File: src/rtl/bin2bcd_seq.sv
// Sequential binary-to-BCD converter (shift-and-add-3), one shift per clock.
// Sits between the adder result and the 7-segment digit decoders.
module bin2bcd_seq #(
  parameter int WIDTH  = 9,
  parameter int DIGITS = 3,
  parameter int CW     = 4
) (
  input  logic                  clk,
  input  logic                  rst,
  input  logic                  start,
  input  logic [WIDTH-1:0]      bin,
  output logic                  busy,
  output logic                  done,
  output logic [4*DIGITS-1:0]   bcd
);

  localparam int BW = 4 * DIGITS;
  localparam int SW = BW + WIDTH;

  typedef enum logic [1:0] {
    IDLE   = 2'd0,
    SHIFT  = 2'd1,
    FINISH = 2'd2
  } state_t;

  state_t          state_q;
  logic [SW-1:0]   sr_q;
  logic [SW-1:0]   sr_adj;
  logic [SW-1:0]   sr_d;
  logic [CW-1:0]   cnt_q;
  logic [CW-1:0]   cnt_d;
  logic            busy_q;
  logic            done_q;
  logic [BW-1:0]   bcd_q;

  // Digit fields live above the binary part; each >= 5 is corrected before the shift.
  function automatic logic [SW-1:0] add3_digits(input logic [SW-1:0] v);
    logic [SW-1:0] r;
    logic [3:0]    dig;
    r = v;
    for (int d = 0; d < DIGITS; d++) begin
      dig = v[WIDTH+4*d +: 4];
      if (dig >= 4'd5) begin
        r[WIDTH+4*d +: 4] = dig + 4'd3;
      end
    end
    return r;
  endfunction

  assign sr_adj = add3_digits(sr_q);
  assign sr_d   = {sr_adj[SW-2:0], 1'b0};
  assign cnt_d  = cnt_q - CW'(1);

  always_ff @(posedge clk or posedge rst) begin
    if (rst) begin
      state_q <= IDLE;
      sr_q    <= '0;
      cnt_q   <= '0;
      busy_q  <= 1'b0;
      done_q  <= 1'b0;
      bcd_q   <= '0;
    end else begin
      case (state_q)
        IDLE: begin
          done_q <= 1'b0;
          if (start) begin
            sr_q    <= {{BW{1'b0}}, bin};
            cnt_q   <= CW'(WIDTH);
            busy_q  <= 1'b1;
            state_q <= SHIFT;
          end
        end
        SHIFT: begin
          sr_q  <= sr_d;
          cnt_q <= cnt_d;
          if (cnt_q == CW'(1)) begin
            state_q <= FINISH;
          end
        end
        FINISH: begin
          // bcd only changes here, so intermediate digits never reach the display.
          bcd_q   <= sr_q[SW-1 -: BW];
          done_q  <= 1'b1;
          busy_q  <= 1'b0;
          state_q <= IDLE;
        end
        default: begin
          state_q <= IDLE;
          busy_q  <= 1'b0;
          done_q  <= 1'b0;
        end
      endcase
    end
  end

  assign busy = busy_q;
  assign done = done_q;
  assign bcd  = bcd_q;

endmodule

File: config.mk
export PLATFORM = sky130hd
export DESIGN_NAME = bin2bcd_seq
export DESIGN_NICKNAME = d
export VERILOG_FILES = /design/src/rtl/bin2bcd_seq.sv
export SDC_FILE = /design/constraint.sdc
export NUM_CORES = 1
export LEC_CHECK = 0
export ABC_CLOCK_PERIOD_IN_PS = 2590
export BUFFER_PORTS_ARGS = -buffer_cell sky130_fd_sc_hd__buf_2
export CORE_ASPECT_RATIO = 1.1
export CORE_MARGIN = 2
export CORE_UTILIZATION = 35
export DETAILED_ROUTE_END_ITERATION = 7
export SYNTH_ARGS = -nofsm -noshare
export SYNTH_HDL_FRONTEND = slang
export SYNTH_SLANG_ARGS = --single-unit
File: constraint.sdc
create_clock -name clk -period 2.59 [get_ports clk]
set_input_delay 0 -clock clk [delete_from_list [all_inputs] [get_ports clk]]
set_output_delay 0 -clock clk [all_outputs]
set_load 0.05 [all_outputs]
==> results by group, run 1 <==
Synth
  • Flops & latches, synth: between 40 and 50
  • Cell variety after synth: 29
  • Post-Syn Area: between 1500 and 2000 sq um
  • Syn_nets: around 180
  • Gate Count Post-Synth: 161
  • YS warnings: 0
  • Syn_area_per_cell: 11.5 sq um
  • Post-synth EDFFs: 0
  • Primary FF master, synth: dfrtp_1
  • Synth area leaders: dfrtp_1, mux2_2, ha_1
  • Yosys top cell area share: a little under three fifths
  • Synth area leader: dfrtp_1
  • Ys async rst share: between 90% and 100%
  • Register area share after synthesis: about 56%

STA
  • Max Freq: roughly 660 MHz
  • Hold Vio Cnt, Final: 0
  • Post-layout min period: ~1.5 ns
  • RSZ-0062 raised after global routing: no
  • Slew HR: 37.6%
  • Final slew viol count: 0
  • # setup viols final: 0
  • Worst-margin pin slew: roughly 0.94 ns
  • Setup TNS: 0 ns
  • Period utilisation layout: roughly 60%
  • Clock skew: 0.00288 ns

GRT
  • Vias in the first global route: ~1.4k
  • Initial antenna violation count: 0
  • GRT overflow: 0
  • GRT Total Usage: 13.7%
  • First-pass GRT wire length: around 6200 um
  • Largest net degree at the start of global routing: 24

Power
  • Comb power frac: roughly 47%
  • Power per cell area: roughly 1300 nW/um^2
  • Power Internal: between 1500 and 2000 uW
  • Sw frac: between 40% and 50%
  • Clock power share: 14.2%
  • Switching power: between 1000 and 1500 uW
  • Leakage power: roughly 0.0011 uW
  • Reg power frac: around two fifths
  • Maximum vdd ir drop: 0.441 mV

Clock tree
  • CTS tree: done
  • Number of setup buffers added after CTS: 0
  • CTS sink count: 41
  • Clk_lat worst skew: between 0.2 and 0.3 ns
  • H-tree depth: 2
  • Max clock buf depth: 2
  • Root buffer cell: clkbuf_8
  • CTS clock-pin slew for the worst setup and hold paths: 0.07 ns
  • Cts bufs inserted: 5

Placement
  • Post-detail-place hpwl: ~2400 um
  • Placed Area: about 2100 sq um
  • GP Congestion: roughly 0.8
  • IO Port Bufs: 25

Critical path
  • WP data required: between 2 and 3 ns
  • Worst-path cell chain: or3b_1 > nand2_4 > o31ai_1 > a32o_1
  • Crit path kind: reg2reg
  • Reg2Reg Setup Slack: between 1 and 1.5 ns
  • Crit-path max FO: 9
  • Reg2Reg Launch Point: state_q[1]
  • CP startpoint kind: register
  • Slowest CP cell: or3b_1
  • Crit path buf inv count: 0
  • Worst Reg-to-Reg Cells: 4
  • Largest stage delay, worst path: about 0.50 ns
  • Reg-to-reg endpoint: sr_q[12]
  • Largest delay contributor family on the critical path: simple AND/OR/NAND/NOR gates
  • CP Capture Type: register
  • Critical Path AT: between 1.5 and 2 ns

Hold path
  • Hold Path Depth: 3
  • Hold Path End: state_q[0]
  • Min-delay src: start
  • Min-Delay Path Class: in2reg

Die
  • Initial Util: a little over a third
  • Die Y: ~80 um
  • Die area: between 5000 and 6000 sq um
  • Chip Width: about 73 um
  • Core area: 5030 sq um
  • Core Rows: 27
  • I/O pin total: 26

Layout
  • Layout cell share with drive strength beyond 1: 24.1%
  • Most frequent cells in the layout: dfrtp_1, buf_2, nand2_1
  • # diodes: 0
  • Layout area overhead: 21.0%
  • Nets: roughly 220
  • Final instance area: 2230 sq um
  • Commonest non-fill, non-tap cell in the layout: dfrtp_1

Routing
  • Vias: about 1.4k
  • DRC Markers: 0
  • Vias/cell: 5.25
  • Starting DRT DRC Count: slightly below 70
  • ANT nets after route: 0
  • DRT Pass-1 Iters: 4
  • Final WL: around 3600 um
  • Wire length per cell: approximately 14 um

Job
  • Number of max-cap violations: 0

Outcome
  • Status: complete, no violations
[registers in the layout (all words and copies together) (netlist names)]
register / count
cnt_q: 4
busy: 1
state_q: 2
done: 1
sr_q: 21
bcd: 12
[worst max-delay path by stage]
stage	startpoint	endpoint	slack, ns	depth (start not counted)
after floorplan	state_q[1]	sr_q[20]	1.21	5
after global placement	state_q[1]	sr_q[11]	1.10	5
after detailed placement	state_q[1]	sr_q[20]	1.07	4
after CTS	state_q[1]	sr_q[12]	1.06	4
after global routing	state_q[1]	sr_q[12]	0.95	4
final	state_q[1]	sr_q[12]	1.07	4
[layout make-up]
type | count | area (sq um)
clock buffers | 8 | 80.1
well taps | 58 | 72.6
inverters | 10 | 37.5
flip-flops and latches | 41 | 1030
multi-input cells | 103 | 747
fillers | 472 | 2800
repair buffers | 41 | 270
[cell families after synthesis]
logic type      Yosys count  synth area share, %
simple gates             39                 10.6
mux                      15                 8.95
flops                    41                 55.6
buf+inv                  17                 3.93
compound gates           38                 14.0
xor+xnor                  3                 1.42
fa+ha+maj                 8                 5.42
[cell usage after synthesis, types with 4 or more instances]
| library cell | instances |
|---|---|
| nor3b_1 | 4 |
| mux2_2 | 12 |
| o31ai_1 | 4 |
| nand2_1 | 20 |
| o21ai_0 | 6 |
| buf_2 | 4 |
| nand2b_1 | 4 |
| a21oi_1 | 6 |
| o22ai_1 | 5 |
| dfrtp_1 | 41 |
| a22oi_1 | 8 |
| ha_1 | 8 |
| inv_1 | 10 |
[power groups by stage]
| stage | logic [uW] | registers (uW) | clock network, uW |
|---|---|---|---|
| 3_3_place_gp | 1320 | 1100 | 0 |
| 6_report | 1330 | 1100 | 401 |
| 2_1_floorplan | 789 | 1340 | 0 |
| 4_1_cts | 1350 | 1100 | 424 |
| 5_1_grt | 1490 | 1130 | 443 |
| 3_5_place_dp | 1340 | 1110 | 0 |
[timing repair]
action,in CTS,in global routing
hold endpoints to repair,30,0
hold buffers,10,0
gates resized for setup,0,0
[worst min-delay path: cells and delay by family]
family | cells | cell delay, ns
buf+inv | 1 | 0.11
compound gates | 1 | 0.12
simple gates | 1 | 0.28
[per-layer routing]
metal | up-vias | wire length, um | part of all wire (%) | GRT usage (%)
li1 | 651 | - | - | -
met1 | 674 | 1670 | 46 | 16.2
met2 | 35 | 1710 | 47 | 22.7
met3 | 10 | 152 | 4.2 | 4.02
met4 | 0 | 83 | 2.3 | 6.11
met5 | - | 0 | 0 | 0
[per-stage QoR]
stage	total power, uW	worst slack, ns	utilization [%]	std cells	hold slack, ns
after global routing	3070	0.952	44.4	261	0.283
after CTS	2870	1.06	44.4	261	0.262
after global placement	2420	1.10	40.8	243	0.200
after floorplan	2130	1.21	-	161	0.105
after detailed placement	2450	1.07	40.8	243	0.201
final	2830	1.07	44.4	261	0.269
Note: power is estimated with default switching activity, not from simulation.
==> run 2, diff against run 1 <==
- ABC_CLOCK_PERIOD_IN_PS: 2590 -> 1400
- clock period: 2.59 -> 1.4 ns (I/O delays scaled with it)
==> run 2 against run 1 <==
Against the previous run: global-route usage down 0.15 points; core utilization is 4.4 points higher; hold slack improved by 0.0097 ns; clock skew up 0.0019 ns; flip-flop and latch count unchanged; sequential power increased by 87%; sequential share of layout area down 4.1 points; critical endpoint is now sr_q[15]; largest power group unchanged; highest routed layer unchanged.
==> results by group, run 2 (synthesis gave the netlist of run 1 again) <==
Critical path
  • Crit path kind: reg2reg
  • CP startpoint kind: register
  • WP data required: about 1.6 ns
  • Slowest CP cell: dfrtp_1
  • Worst-path cell chain: ha_2 > nand2b_4 > a21oi_4 > mux2i_1 > a22o_1
  • CP Capture Type: register
  • Largest stage delay, worst path: 0.43 ns
  • Critical Path AT: about 1.6 ns
  • Largest delay contributor family on the critical path: flip-flops
  • Crit path buf inv count: 0
  • Crit-path max FO: 4

STA
  • # setup viols final: 0
  • Max Freq: 736 MHz
  • RSZ-0062 raised after global routing: yes
  • Worst-margin pin slew: between 0.5 and 0.6 ns
  • Slew HR: approximately 65%
  • Hold Vio Cnt, Final: 0
  • Fin Hold WS: around 0.28 ns
  • Clock skew: roughly 0.0048 ns
  • Post-layout min period: 1.36 ns
  • Period utilisation layout: a little over nine tenths
  • Final slew viol count: 0

Layout
  • Top reg by flops: sr_q
  • Most frequent cells in the layout: dfrtp_1, buf_2, buf_4
  • Commonest non-fill, non-tap cell in the layout: dfrtp_1
  • Layout area overhead: 33.0%
  • Nets: between 200 and 250
  • Max reg flops: 21
  • # diodes: 0
  • Final instance area: between 2000 and 2500 sq um
  • Layout cell share with drive strength beyond 1: around two fifths
  • Fillers: 453
  • Util after Layout: 48.8%

GRT
  • GRT overflow: 0
  • First-pass GRT wire length: approximately 6000 um
  • Largest net degree at the start of global routing: between 40 and 50
  • Vias in the first global route: between 1k and 1.5k
  • Initial antenna violation count: 0
  • GRT Total Usage: 13.5%

Clock tree
  • Cts bufs inserted: 5
  • CTS tree: done
  • Clk_lat worst skew: slightly below 0.3 ns
  • H-tree depth: 2
  • CTS clock-pin slew for the worst setup and hold paths: 0.08 ns
  • CTS sink count: 41
  • Max clock buf depth: 2
  • Root buffer cell: clkbuf_8

Placement
  • GP Congestion: between 0.7 and 0.8
  • Placed Area: around 2200 sq um
  • IO Port Bufs: 25
  • Post-detail-place hpwl: between 2000 and 2500 um

Power
  • Sw frac: 42.0%
  • Clock power share: 13.8%
  • Tot Pwr: just under 6000 uW
  • Comb power frac: about half
  • Power Internal: around 3400 uW
  • Reg power frac: between 30% and 40%
  • Leakage power: 0.00121 uW
  • Power per cell area: ~2400 nW/um^2
  • Maximum vdd ir drop: between 0.9 and 1 mV
  • Switching power: about 2500 uW

Job
  • Number of max-cap violations: 0

Die
  • Chip Width: 73.2 um
  • I/O pin total: 26
  • Core Rows: 27
  • Die Y: 80.2 um
  • Core area: a little over 5000 sq um
  • Die area: between 5000 and 6000 sq um
  • Initial Util: 36.7%

Routing
  • DRC Markers: 0
  • DRT Pass-1 Iters: 6
  • Vias: about 1.4k
  • Vias/cell: between 5 and 6
  • Starting DRT DRC Count: 70
  • Wire length per cell: 13.3 um
  • Final WL: 3690 um
  • ANT nets after route: 0

Outcome
  • Status: complete, no violations

Hold path
  • Min-Delay Path Class: in2reg
==> run 2: cell types whose count changed in the layout (fill, tap and decap cells not counted), sizes merged <==
| cell | change |
|---|---|
| buf | +16 |
| clkbuf | -2 |
| clkinv | +2 |
==> run 2: cell type report <==
| cell class | count | area (sq um) | share of cell area [%] |
|---|---|---|---|
| Tap cell | 58 | 72.6 | 2.96 |
| Clock inverter | 2 | 13.8 | 0.561 |
| Multi-Input combinational cell | 103 | 828 | 33.7 |
| Sequential cell | 41 | 1030 | 41.8 |
| Inverter | 10 | 37.5 | 1.53 |
| Timing Repair Buffer | 57 | 394 | 16.1 |
| Clock buffer | 6 | 82.6 | 3.36 |
==> run 2: tightest hold or removal path, stage by stage <==
cell and delay (ns):
buf_2 0.10, nor3b_1 0.15, buf_4 0.18, nand2_1 0.07
nand2_1 0.04
==> run 2: power by group through the flow <==
stage	registers, uW	clock network (uW)	logic [uW]
after floorplan	2470	0	1460
after global placement	2030	0	2680
after detailed placement	2040	0	2730
after CTS	2030	847	2780
after global routing	2130	906	3360
final	2060	816	3030
==> run 2: stage by stage <==
stage	cells	setup WS [ns]	setup TNS, ns
after detailed placement	257	-0.0933	-0.630
after floorplan	161	0.0180	0
after global routing	277	-0.0386	-0.0386
after CTS	275	0.00154	0
final	277	0.0405	0
after global placement	257	-0.0396	-0.0828
==> run 2: path summary, 6_finish.rpt <==
kind | startpoint | endpoint | slack (ns) | depth (start not counted)
worst min-delay path | start | sr_q[0] | 0.28 | 5
max in group asynchronous | rst | bcd[5] | 0.66 | 4
worst max register to register | sr_q[13] | sr_q[15] | 0.04 | 5
min in group asynchronous | rst | sr_q[0] | 0.37 | 4
worst max-delay path | sr_q[13] | sr_q[15] | 0.04 | 5
worst min register to register | done | done | 0.48 | 1
==> run 2: repair_timing <==
item                       in CTS  in global routing
buffers inserted                0                  2
resized for setup               3                 18
pin swaps                       1                  9
hold buffers                   10                  0
setup endpoints to repair      12                 11
hold endpoints to repair       50                  0
==> run 2: routing by layer <==
metal / up-vias / track usage, % / wire (um) / share of wire, %
met5: - / 0 / 0 / 0
met3: 7 / 3.01 / 104 / 2.8
met1: 672 / 16.5 / 1730 / 47
li1: 686 / - / - / -
met4: 0 / 6.85 / 67 / 1.8
met2: 27 / 22.2 / 1780 / 48
==> run 3, diff against run 2 <==
- CORE_UTILIZATION: 35 -> 50
- PLACE_DENSITY: unset -> 0.74
==> run 3 against run 2 <==
Against the previous run: critical path depth is 1 lower; combinational power grew 5%; clock power rose by 19%; final cell count down 3.2%; clock skew increased by 0.0014 ns; first-iteration DRC count fell by 44%.
==> results by group, run 3 (synthesis gave the netlist of run 1 again) <==
GRT
  • Initial antenna violation count: 0
  • Largest net degree at the start of global routing: 42
  • Vias in the first global route: approximately 1.4k
  • GRT overflow: 0
  • GRT Total Usage: around 20%
  • First-pass GRT wire length: just over 6000 um

Layout
  • # diodes: 0
  • Fillers: 260
  • Nets: around 240
  • Register Area: approximately 1000 sq um
  • Commonest non-fill, non-tap cell in the layout: dfrtp_1
  • Most frequent cells in the layout: dfrtp_1, buf_2, buf_4
  • Multi-input logic area: a little under 900 sq um
  • Layout cell share with drive strength beyond 1: about two fifths
  • Layout Cells excl Fill: around 270
  • Max reg flops: 21
  • Top reg by flops: sr_q
  • Layout area overhead: 35.5%

STA
  • # setup viols final: 0
  • Period utilisation layout: about 100%
  • RSZ-0062 raised after global routing: yes
  • Worst-margin pin slew: just over 0.5 ns
  • Clock skew: a little over 0.006 ns
  • Hold Vio Cnt, Final: 0
  • Max Freq: 727 MHz
  • Post-layout min period: roughly 1.4 ns
  • Final slew viol count: 0
  • Slew HR: around two thirds

Critical path
  • Reg2Reg Setup Slack: roughly 0.024 ns
  • CP startpoint kind: register
  • Crit-path max FO: 6
  • Critical Path AT: roughly 1.6 ns
  • CP Capture Type: register
  • Crit path kind: reg2reg
  • WP data required: ~1.6 ns

Die
  • Die area: approximately 4200 sq um
  • Chip Width: 61.9 um
  • I/O pin total: 26
  • Core Rows: 23
  • Initial Util: 51.3%
  • Die Y: 67.7 um
  • Core area: approximately 3600 sq um

Routing
  • Wire length per cell: around 15 um
  • ANT nets after route: 0
  • Final WL: between 3000 and 4000 um
  • WL met1: ~1600 um
  • DRT Pass-1 Iters: 5
  • Vias: roughly 1.4k
  • DR top layer: met4
  • Met2 routed WL: ~2100 um
  • Metal3 WL: about 170 um
  • Starting DRT DRC Count: 39
  • Vias/cell: 5.34
  • DRC Markers: 0

Clock tree
  • Root buffer cell: clkbuf_8
  • H-tree depth: 2
  • CTS clock-pin slew for the worst setup and hold paths: 0.07 ns
  • Max clock buf depth: 2
  • CTS sink count: approximately 40
  • Cts bufs inserted: 5
  • CTS tree: done
  • Clk_lat worst skew: slightly below 0.3 ns

Power
  • Maximum vdd ir drop: roughly 1.3 mV
  • Power Internal: 3670 uW
  • Reg power frac: 33.5%
  • Power per cell area: 2500 nW/um^2
  • Clock power share: between 15 and 20%
  • Comb power frac: 51.0%
  • Leakage power: approximately 0.0012 uW
  • Sw frac: a little over 40%
  • Switching power: 2580 uW
  • Tot Pwr: 6250 uW

Job
  • Number of max-cap violations: 0

Placement
  • Post-detail-place hpwl: 2420 um
  • Post-Place Cells: 243
  • GP Congestion: 0.751
  • IO Port Bufs: 25

Hold path
  • Min-Delay Path Class: in2reg

Outcome
  • Status: complete, no violations
## run 3: cell type report
type / instances / area share (%)
flip-flops and latches: 41 / 41.1
multi-input cells: 103 / 34.9
repair buffers: 56 / 15.3
clock buffers: 7 / 3.45
well taps: 50 / 2.50
inverters: 10 / 1.50
clock inverters: 1 / 1.20
## run 3: through the flow
stage          worst slack, ns  hold WS (ns)  area [sq um]  setup TNS, ns  utilization [%]
2_1_floorplan           0.0180         0.105          1850              0                -
3_3_place_gp           -0.0238         0.143          2100        -0.0356             58.5
3_5_place_dp           -0.0497         0.154          2100         -0.168             58.5
4_1_cts                 0.0107         0.285          2340              0             64.9
5_1_grt                -0.0290         0.305          2500        -0.0775             69.5
6_report                0.0243         0.286          2500              0             69.5
## run 3: power groups by stage
stage / logic [uW] / clock network [uW] / registers (uW)
detailed placement: 2640 / 0 / 2050
floorplan: 1460 / 0 / 2470
global placement: 2540 / 0 / 2010
finish: 3180 / 968 / 2090
CTS: 2710 / 987 / 2040
global route: 3480 / 1040 / 2150
## run 3: final timing paths
kind | startpoint | end | cells after the start
max | state_q[0] | sr_q[20] | 4
min | start | sr_q[0] | 5
max reg2reg | state_q[0] | sr_q[20] | 4
min reg2reg | sr_q[8] | sr_q[8] | 2
max in group asynchronous | rst | state_q[0] | 4
min in group asynchronous | rst | cnt_q[2] | 4
## run 3: metal layers
layer | up-vias | GRT usage (%)
li1 | 677 | -
met1 | 702 | 23.7
met2 | 42 | 34.2
met3 | 10 | 4.79
met4 | 0 | 9.84
met5 | - | 0
## run 3: worst max-delay path: stages (launching register included)
cell,delay (ns)
dfrtp_2,0.44
or3b_4,0.43
nand2_4,0.11
o31ai_1,0.09
a32o_1,0.21
## run 3: repair_timing
action,in CTS,in global routing
hold endpoints to repair,50,0
hold buffers,10,0
cloned,0,0
setup endpoints to repair,13,17
gates resized for setup,6,24
buffers inserted,0,7
pin swaps,2,8
